**src/rtl/vga_bounce_pic_gen.sv**
```systemverilog
// vga_bounce_pic_gen
// Pixel source for the VGA timing controller. Eight vertical colour bars form
// the background and a solid square is drawn over them. The square moves once
// per frame during blanking, bounces off the screen edges and takes a new
// colour on every bounce. pic_data is returned one cycle after the request.
module vga_bounce_pic_gen (
  input  logic        vga_clk,
  input  logic        rst_n,
  input  logic [9:0]  pic_x,
  input  logic [9:0]  pic_y,
  input  logic        pause,
  output logic [15:0] pic_data,
  output logic [2:0]  bounce_cnt,
  output logic        frame_tick
);

  // Geometry is held at 11 bits so the edge sums below cannot wrap.
  localparam logic [10:0] H_VALID  = 11'd640;
  localparam logic [10:0] V_VALID  = 11'd480;
  localparam logic [10:0] BAR_W    = 11'd80;
  localparam logic [10:0] BOX_SIZE = 11'd64;
  localparam logic [10:0] STEP     = 11'd2;
  localparam logic [9:0]  START_X  = 10'd0;
  localparam logic [9:0]  START_Y  = 10'd0;
  localparam logic [10:0] X_LIMIT  = H_VALID - BOX_SIZE;
  localparam logic [10:0] Y_LIMIT  = V_VALID - BOX_SIZE;
  localparam logic [10:0] X_LAST   = H_VALID - 11'd1;
  localparam logic [10:0] Y_LAST   = V_VALID - 11'd1;

  // Background bar colours, left to right.
  function automatic logic [15:0] bar_pal(input logic [2:0] idx);
    case (idx)
      3'd0:    bar_pal = 16'hFFFF;
      3'd1:    bar_pal = 16'hFFE0;
      3'd2:    bar_pal = 16'h07FF;
      3'd3:    bar_pal = 16'h07E0;
      3'd4:    bar_pal = 16'hF81F;
      3'd5:    bar_pal = 16'hF800;
      3'd6:    bar_pal = 16'h001F;
      3'd7:    bar_pal = 16'h0000;
      default: bar_pal = 16'h0000;
    endcase
  endfunction

  // Square colours, selected by the bounce count.
  function automatic logic [15:0] box_pal(input logic [2:0] idx);
    case (idx)
      3'd0:    box_pal = 16'hFD20;
      3'd1:    box_pal = 16'h8010;
      3'd2:    box_pal = 16'h0410;
      3'd3:    box_pal = 16'h7BEF;
      3'd4:    box_pal = 16'hF810;
      3'd5:    box_pal = 16'h041F;
      3'd6:    box_pal = 16'hFC10;
      3'd7:    box_pal = 16'h2104;
      default: box_pal = 16'h0000;
    endcase
  endfunction

  logic [9:0]  r_box_x;
  logic [9:0]  r_box_y;
  logic        r_dir_x;      // 1 = moving right
  logic        r_dir_y;      // 1 = moving down
  logic [2:0]  r_bounce_cnt;
  logic [15:0] r_pic_data;
  logic        r_frame_tick;

  logic [10:0] w_px;
  logic [10:0] w_py;
  logic [10:0] w_bx;
  logic [10:0] w_by;
  logic        w_valid;
  logic        w_in_box;
  logic [2:0]  w_bar_idx;
  logic [15:0] w_pix_next;
  logic [9:0]  w_nx;
  logic [9:0]  w_ny;
  logic        w_ndx;
  logic        w_ndy;
  logic        w_hit_x;
  logic        w_hit_y;
  logic [2:0]  w_cnt_next;

  assign w_px = {1'b0, pic_x};
  assign w_py = {1'b0, pic_y};
  assign w_bx = {1'b0, r_box_x};
  assign w_by = {1'b0, r_box_y};

  // Pixel colour for the current request: blank, square, or background bar.
  always_comb begin
    w_pix_next = 16'h0000;
    w_valid    = (w_px < H_VALID) && (w_py < V_VALID);
    w_in_box   = (w_px >= w_bx) && (w_px < (w_bx + BOX_SIZE)) &&
                 (w_py >= w_by) && (w_py < (w_by + BOX_SIZE));
    if (w_px < BAR_W) begin
      w_bar_idx = 3'd0;
    end else if (w_px < (BAR_W * 11'd2)) begin
      w_bar_idx = 3'd1;
    end else if (w_px < (BAR_W * 11'd3)) begin
      w_bar_idx = 3'd2;
    end else if (w_px < (BAR_W * 11'd4)) begin
      w_bar_idx = 3'd3;
    end else if (w_px < (BAR_W * 11'd5)) begin
      w_bar_idx = 3'd4;
    end else if (w_px < (BAR_W * 11'd6)) begin
      w_bar_idx = 3'd5;
    end else if (w_px < (BAR_W * 11'd7)) begin
      w_bar_idx = 3'd6;
    end else begin
      w_bar_idx = 3'd7;
    end
    if (!w_valid) begin
      w_pix_next = 16'h0000;
    end else if (w_in_box) begin
      w_pix_next = box_pal(r_bounce_cnt);
    end else begin
      w_pix_next = bar_pal(w_bar_idx);
    end
  end

  // Next square position/direction; each axis clamps to its edge and reverses.
  always_comb begin
    w_nx    = r_box_x;
    w_ny    = r_box_y;
    w_ndx   = r_dir_x;
    w_ndy   = r_dir_y;
    w_hit_x = 1'b0;
    w_hit_y = 1'b0;
    if (r_dir_x) begin
      if ((w_bx + BOX_SIZE + STEP) > H_VALID) begin
        w_nx    = X_LIMIT[9:0];
        w_ndx   = 1'b0;
        w_hit_x = 1'b1;
      end else begin
        w_nx = r_box_x + STEP[9:0];
      end
    end else begin
      if (w_bx < STEP) begin
        w_nx    = 10'd0;
        w_ndx   = 1'b1;
        w_hit_x = 1'b1;
      end else begin
        w_nx = r_box_x - STEP[9:0];
      end
    end
    if (r_dir_y) begin
      if ((w_by + BOX_SIZE + STEP) > V_VALID) begin
        w_ny    = Y_LIMIT[9:0];
        w_ndy   = 1'b0;
        w_hit_y = 1'b1;
      end else begin
        w_ny = r_box_y + STEP[9:0];
      end
    end else begin
      if (w_by < STEP) begin
        w_ny    = 10'd0;
        w_ndy   = 1'b1;
        w_hit_y = 1'b1;
      end else begin
        w_ny = r_box_y - STEP[9:0];
      end
    end
    // A corner hit counts as a single bounce.
    if (w_hit_x || w_hit_y) begin
      w_cnt_next = r_bounce_cnt + 3'd1;
    end else begin
      w_cnt_next = r_bounce_cnt;
    end
  end

  // Registered pixel output and end-of-frame pulse.
  always_ff @(posedge vga_clk or negedge rst_n) begin
    if (!rst_n) begin
      r_pic_data   <= 16'h0000;
      r_frame_tick <= 1'b0;
    end else begin
      r_pic_data   <= w_pix_next;
      r_frame_tick <= (w_px == X_LAST) && (w_py == Y_LAST);
    end
  end

  // Square motion: once per frame, in blanking, unless paused.
  always_ff @(posedge vga_clk or negedge rst_n) begin
    if (!rst_n) begin
      r_box_x      <= START_X;
      r_box_y      <= START_Y;
      r_dir_x      <= 1'b1;
      r_dir_y      <= 1'b1;
      r_bounce_cnt <= 3'd0;
    end else if (r_frame_tick && !pause) begin
      r_box_x      <= w_nx;
      r_box_y      <= w_ny;
      r_dir_x      <= w_ndx;
      r_dir_y      <= w_ndy;
      r_bounce_cnt <= w_cnt_next;
    end
  end

  assign pic_data   = r_pic_data;
  assign bounce_cnt = r_bounce_cnt;
  assign frame_tick = r_frame_tick;

endmodule
```
**config.mk**
```make
export PLATFORM = sky130hd
export DESIGN_NAME = vga_bounce_pic_gen
export DESIGN_NICKNAME = d
export VERILOG_FILES = /design/src/rtl/vga_bounce_pic_gen.sv
export SDC_FILE = /design/constraint.sdc
export NUM_CORES = 1
export LEC_CHECK = 0
export ABC_AREA = 1
export CORE_MARGIN = 8
export CORE_UTILIZATION = 51
export CTS_CLUSTER_DIAMETER = 50
export DETAILED_ROUTE_END_ITERATION = 10
export PLACE_DENSITY_LB_ADDON = 0.12
export SETUP_SLACK_MARGIN = 0.5
export SLEW_MARGIN = 20
export SYNTH_ARGS = -nofsm -noshare
export SYNTH_HDL_FRONTEND = slang
export SYNTH_SLANG_ARGS = --single-unit
```
**constraint.sdc**
```tcl
create_clock -name vga_clk -period 2.3 [get_ports vga_clk]
set_input_delay 0.23 -clock vga_clk [delete_from_list [all_inputs] [get_ports vga_clk]]
set_output_delay 0.23 -clock vga_clk [all_outputs]
set_load 0.01 [all_outputs]
```
### Word-level counts from Yosys, hierarchy flattened

Memories as Yosys holds them, arrays and structs flattened.
Index checks and enable logic that the tools add are counted.

* add/subtract/negate cells: 9
* $lt $le $gt $ge: 17
* eq/ne operators: 2
* multiplexer cells: 25
* reductions and logical operators: 9

Operator list (count)
* 10-bit 2-to-1 mux: 6
* 10-bit by 9-bit < comparator with 1-bit output (second input constant): 4
* 16-bit 2-to-1 mux: 2
* 10-bit by 7-bit adder with 11-bit output (second input constant): 2
* 11-bit by 2-bit adder with 11-bit output (second input constant): 2
* 10-bit by 11-bit < comparator with 1-bit output: 2
* 10-bit by 2-bit adder with 10-bit output (second input constant): 2
* 10-bit >= comparator: 2
* 10-bit < comparator (second input constant): 2
* 10-bit by 2-bit < comparator with 1-bit output (second input constant): 2
* 10-bit by 8-bit < comparator with 1-bit output (second input constant): 2
* 10-bit by 2-bit subtractor with 10-bit output (second input constant): 2
* 3-bit 2-to-1 mux: 4
* 11-bit by 10-bit > comparator with 1-bit output (second input constant): 1
* 11-bit by 9-bit > comparator with 1-bit output (second input constant): 1
* 1-bit 2-to-1 mux: 11
* 10-bit == test (second input constant): 1
* 10-bit by 9-bit == test with 1-bit output (second input constant): 1
* 10-bit by 7-bit < comparator with 1-bit output (second input constant): 1
* 1-bit logical AND: 6
* 2-bit 2-to-1 mux: 2
* 3-bit by 1-bit adder with 3-bit output (second input constant): 1
* 2-bit AND reduction: 1
* 1-bit logical NOT: 1
* 1-bit logical OR: 1

* flip-flop bits (word level): 42
* ROM bits: 256
* input port bits: 23
* memories kept: 2

Memory list
* (name not given): words 8, width 16, rd ports 1, clocked after memory_dff 0, wr ports 0, RTL line 47 `case (idx)`
* (name not given): words 8, width 16, rd ports 1, clocked after memory_dff 0, wr ports 0, RTL line 32 `case (idx)`

### Longest topological paths before layout

An unclocked memory read counts as a cell.

* depth after elaboration: 11
* depth in mapped cells: 16

### Least setup slack after synthesis

Ideal clock, no wire load.

* path type: reg2reg
* from: reg r_box_x[6]
* to: reg r_pic_data[5], in the netlist pic_data[5]
* library setup time: 0.120 ns
* arrival time: 2.080 ns
* setup slack: 0.100 ns
* cell stages (with the launch flop): 14
* path buffers: 1
* clock period less this slack: 2.200 ns
* cell sequence: dfrtp_1 -> ha_1 -> xor2_1 -> inv_1 -> ha_1 -> a21oi_1 -> o21ai_0 -> a21oi_1 -> o21ai_1 -> nor2_1 -> nand2_1 -> buf_2 -> a21oi_1 -> nor2_1

* word-level cells in the longest chain between the ends: 7

Ends and longest elaborated chain
* start: declaration: RTL line 60 `logic [9:0] r_box_x;`
* start signal: assignment: RTL line 191 `r_box_x <= w_nx;`
* 10-bit by 7-bit adder with 11-bit output: RTL line 93 `w_in_box = (w_px >= w_bx) && (w_px < (w_bx + BOX_SIZE)) &&`
* 10-bit by 11-bit < comparator with 1-bit output: RTL line 93
* 1-bit logical AND (*) (2 in a row): RTL line 93
* 1-bit logical AND (*): RTL line 94 `(w_py >= w_by) && (w_py < (w_by + BOX_SIZE));`
* 16-bit 2-to-1 mux (*): RTL line 114 `end else if (w_in_box) begin`
* 16-bit 2-to-1 mux (*): RTL line 112 `if (!w_valid) begin`
* named net w_pix_next[5]: RTL line 75 `logic [15:0] w_pix_next;`
* end signal: assignment: RTL line 177 `r_pic_data <= w_pix_next;`
* end: declaration: RTL line 65 `logic [15:0] r_pic_data;`

Mark *: on every way through the listed nets, which the timed path passes. The rest lies on a longest branch.
A chain may end at the register's enable or synchronous reset.

### Worst setup path in the final report

* from: reg r_box_y[7]
* to: reg r_pic_data[5], in the netlist pic_data[5]

* word-level cells in the longest chain between the ends: 5

Ends and longest elaborated chain
* start: declaration: RTL line 61 `logic [9:0] r_box_y;`
* start signal: assignment: RTL line 192 `r_box_y <= w_ny;`
* 10-bit by 7-bit adder with 11-bit output or 10-bit >= comparator (tied branches): RTL line 94
* 10-bit by 11-bit < comparator with 1-bit output or 1-bit logical AND (tied branches): RTL line 94, 93
* 1-bit logical AND (*): RTL line 94
* 16-bit 2-to-1 mux (*): RTL line 114
* 16-bit 2-to-1 mux (*): RTL line 112
* named net w_pix_next[5]: RTL line 75

Marks and branches as above.

==> impl_metrics.sql <==
INSERT INTO impl_metrics (metric_group, metric, value, unit) VALUES
('placement', 'dpl.hpwl', '7.302', 'mm'),
('cells_and_area', 'fillers', '498', ''),
('logic_synthesis', 'async_reset_ff_frac', '1.000', ''),
('global_routing', 'first_global_vias', '3412', ''),
('cells_and_area', 'multi_input_area', '2801', 'sq um'),
('global_routing', 'grtUsageTotal', '0.1988', ''),
('floorplan', 'placementRows', '30', ''),
('logic_synthesis', 'synth_area', '3453', 'sq um'),
('cells_and_area', 'layout-drive-gt1-share', '0.3590', ''),
('worst_setup_path', 'crit_arrival', '2.44', 'ns'),
('cells_and_area', 'final_nets', '647', ''),
('worst_setup_path', 'timing.reg2reg.setup_slack', '0.05', 'ns'),
('timing', 'fin_skew', '0.004574', 'ns'),
('run_status', 'run_status', 'finished, final reports clean', ''),
('worst_setup_path', 'kind_of_launch_point_of_the_worst_setup_path', 'flip-flop', ''),
('timing', 'report.final.setup_viol', '0', ''),
('route', 'detail_route.first_pass.iterations', '5', ''),
('clocking', 'cts_buffer_depth', '2', ''),
('power_and_ir_drop', 'power-per-cell-area', '299.3', 'nW/um^2'),
('logic_synthesis', 'synth_flop_cell', 'sky130_fd_sc_hd__dfrtp_1', ''),
('route', 'remaining_drc_errors', '0', ''),
('floorplan', 'placeableCoreArea', '6681', 'sq um'),
('route', 'post_drt_via_cell_ratio', '5.558', ''),
('cells_and_area', 'mostFrequentLayoutCell', 'sky130_fd_sc_hd__nand2_1', ''),
('cells_and_area', 'num_antenna_cells', '0', ''),
('min_path', 'classification_of_the_worst_slack_hold_path', 'in2async', ''),
('global_routing', 'gr-total-overflow', '0', ''),
('worst_setup_path', 'reg_to_reg_end', 'pic_data[5]', ''),
('timing', 'timing.fmax', '0.4441', 'GHz'),
('floorplan', 'chipWidth', '98.29', 'um'),
('placement', 'placed_area', '4169', 'sq um'),
('timing', 'period_needed', '2.252', 'ns'),
('global_routing', 'grt_first_pass_wirelength', '15.75', 'mm'),
('placement', 'io_buffers', '42', ''),
('worst_setup_path', 'critPathRequiredTime', '2.49', 'ns'),
('timing', 'slew_headroom', '0.6983', ''),
('logic_synthesis', 'postSynthCellCount', '483', ''),
('logic_synthesis', 'synth-edff-count', '0', ''),
('worst_setup_path', 'worstPathMaxFanout', '5', ''),
('job', 'max_cap_viols', '0', ''),
('cells_and_area', 'flow.area_growth_from_synthesis', '45.87', '%'),
('floorplan', 'boundaryPins', '43', ''),
('worst_setup_path', 'timing.critical_path.to_type', 'flip-flop', ''),
('worst_setup_path', 'reg2reg_depth', '11', ''),
('worst_setup_path', 'slowest_cp_cell', 'sky130_fd_sc_hd__dfrtp_2', ''),
('logic_synthesis', 'syn-mean-instance-area', '7.150', 'sq um'),
('timing', 'report.final.hold_viol_count', '0', ''),
('logic_synthesis', 'syn-num-nets', '546', ''),
('worst_setup_path', 'reg2reg_from', 'r_box_y[7]', ''),
('power_and_ir_drop', 'worst_ir_drop_vdd', '0.0003621', 'V'),
('timing', 'rsz0062_at_grt', 'true', ''),
('clocking', 'cts-root-buf', 'sky130_fd_sc_hd__clkbuf_8', ''),
('logic_synthesis', 'synth_seq_area_share', '0.2471', ''),
('logic_synthesis', 'number_of_register_bits_inferred_by_synthesis', '34', ''),
('cells_and_area', 'layout.area.seq', '863.3', 'sq um'),
('route', 'final_antenna_net_count', '0', ''),
('clocking', 'tritoncts.num_buffers', '5', ''),
('floorplan', 'die_h', '98.29', 'um'),
('timing', 'post-route-period-util', '0.9790', ''),
('route', 'wl_per_cell', '16.36', 'um'),
('floorplan', 'die_area', '9660', 'sq um'),
('floorplan', 'start_util', '0.5169', ''),
('timing', 'worst_slew_pin_slew', '0.4526', 'ns'),
('power_and_ir_drop', 'power.leakage', '2.272', 'nW'),
('cells_and_area', 'final_cell_mix', 'sky130_fd_sc_hd__nand2_1 (86), sky130_fd_sc_hd__buf_4 (55), sky130_fd_sc_hd__clkdlybuf4s50_1 (42)', ''),
('logic_synthesis', 'netlist-cell-type-count', '39', ''),
('clocking', 'cts_htree_levels', '2', ''),
('clocking', 'tritoncts', 'yes', ''),
('worst_setup_path', 'cp_slowest_stage_delay', '0.45', 'ns'),
('global_routing', 'number_of_antenna_violations_at_the_first_check_in_global_routing', '0', ''),
('cells_and_area', 'finish.instance_area', '5037', 'sq um');
-- synth_stat cells (3+ instances only) --
master                      number  area (sq um)
sky130_fd_sc_hd__a21oi_1        32         160.2
sky130_fd_sc_hd__a22oi_1         5         37.54
sky130_fd_sc_hd__buf_2           3         15.01
sky130_fd_sc_hd__buf_4           9         67.56
sky130_fd_sc_hd__dfrtp_1        32         800.8
sky130_fd_sc_hd__ha_1           40         500.5
sky130_fd_sc_hd__inv_1          46         172.7
sky130_fd_sc_hd__inv_2           8         30.03
sky130_fd_sc_hd__nand2_1       109         409.1
sky130_fd_sc_hd__nand2_4         4         45.04
sky130_fd_sc_hd__nand3_1        24         120.1
sky130_fd_sc_hd__nand3_2         6         60.06
sky130_fd_sc_hd__nand4_1        12         75.07
sky130_fd_sc_hd__nor2_1         56         210.2
sky130_fd_sc_hd__nor2_2          3         18.77
sky130_fd_sc_hd__nor3_1          7         35.03
sky130_fd_sc_hd__o2111ai_1       3         26.28
sky130_fd_sc_hd__o21ai_0        24         120.1
sky130_fd_sc_hd__o21ai_1         9         45.04
sky130_fd_sc_hd__xor2_1         21         183.9
-- cell families (layout without fill, tap and decap cells) --
| kind of cell | count (synthesis) | count (layout) | share of synthesized area |
|---|---|---|---|
| AOI/OAI and AO/OA | 82 | 82 | 0.1341 |
| xor gates and xnor gates | 25 | 25 | 0.06776 |
| adders and majority gates | 40 | 40 | 0.1449 |
| buffers and inverters | 69 | 171 | 0.08695 |
| DFF | 34 | 34 | 0.2471 |
| and+or+nand+nor | 233 | 233 | 0.3192 |
-- routing by layer --
metal  GRT usage  vias to the layer above  routed length, um
met2      0.3783                      100               6032
met1      0.2145                     1754               4133
met4     0.09209                        0                403
met5           0                        -                  0
met3     0.01849                       37                306
li1            -                     1805                  -
-- worst max path at each step --
stage	start	end	slack, ns
global placement	r_box_x[8]	pic_data[5]	-0.04
CTS	r_box_x[6]	pic_data[8]	0.12
floorplan	r_box_x[6]	pic_data[5]	0.26
global route	r_box_y[7]	pic_data[8]	-0.1
finish	r_box_y[7]	pic_data[5]	0.05
detailed placement	r_box_x[8]	pic_data[9]	-0.06
-- area by class of cell --
type / instances / share of cell area
Clock buffer: 6 / 0.01639
Clock inverter: 2 / 0.002484
Inverter: 55 / 0.04372
Multi-Input combinational cell: 380 / 0.5561
Sequential cell: 34 / 0.1714
Tap cell: 80 / 0.01987
Timing Repair Buffer: 108 / 0.1900
-- state kept, by name, indices dropped and copies added (netlist names) --
register and flops:
pic_data 10, frame_tick 1, bounce_cnt 3, r_box_y 9, r_dir_y 1, r_box_x 9
r_dir_x 1
-- through the flow --
stage          setup WS [ns]  hold WS (ns)  total power, mW  std cells    util
2_1_floorplan         0.2610      -0.06559           0.8044        483       -
3_3_place_gp        -0.03643        0.5341           0.9430        624  0.6240
3_5_place_dp        -0.06263        0.5408           0.9500        624  0.6240
4_1_cts               0.1178        0.3593            1.450        645  0.6738
5_1_grt             -0.09695        0.3773            1.569        665  0.7539
6_report             0.04833        0.3483            1.508        665  0.7539
-- what timing repair did --
action | 4_1_cts | 5_1_grt
gates cloned | 0 | 1
hold buffers | 0 | 0
setup buffers | 13 | 19
setup endpoints to repair | 33 | 33
resized for setup | 36 | 103
pin swaps | 16 | 53
-- where the power goes --
part | total [mW] | internal (mW) | switching, mW
clock | 0.486 | 0.241 | 0.245
sequential | 0.633 | 0.617 | 0.0167
combinational | 0.388 | 0.184 | 0.205
-- worst max-delay path: cells and delay by family, from the launching register on --
family | cells | cell delay, ns
AO/OA/AOI/OAI | 4 | 0.55
XOR/XNOR | 1 | 0.18
adder cells (fa/ha/maj) | 2 | 0.50
buffers and inverters | 2 | 0.27
flip-flops | 1 | 0.45
AND/OR/NAND/NOR | 2 | 0.19
No activity file was read; power rests on OpenSTA's default activity.
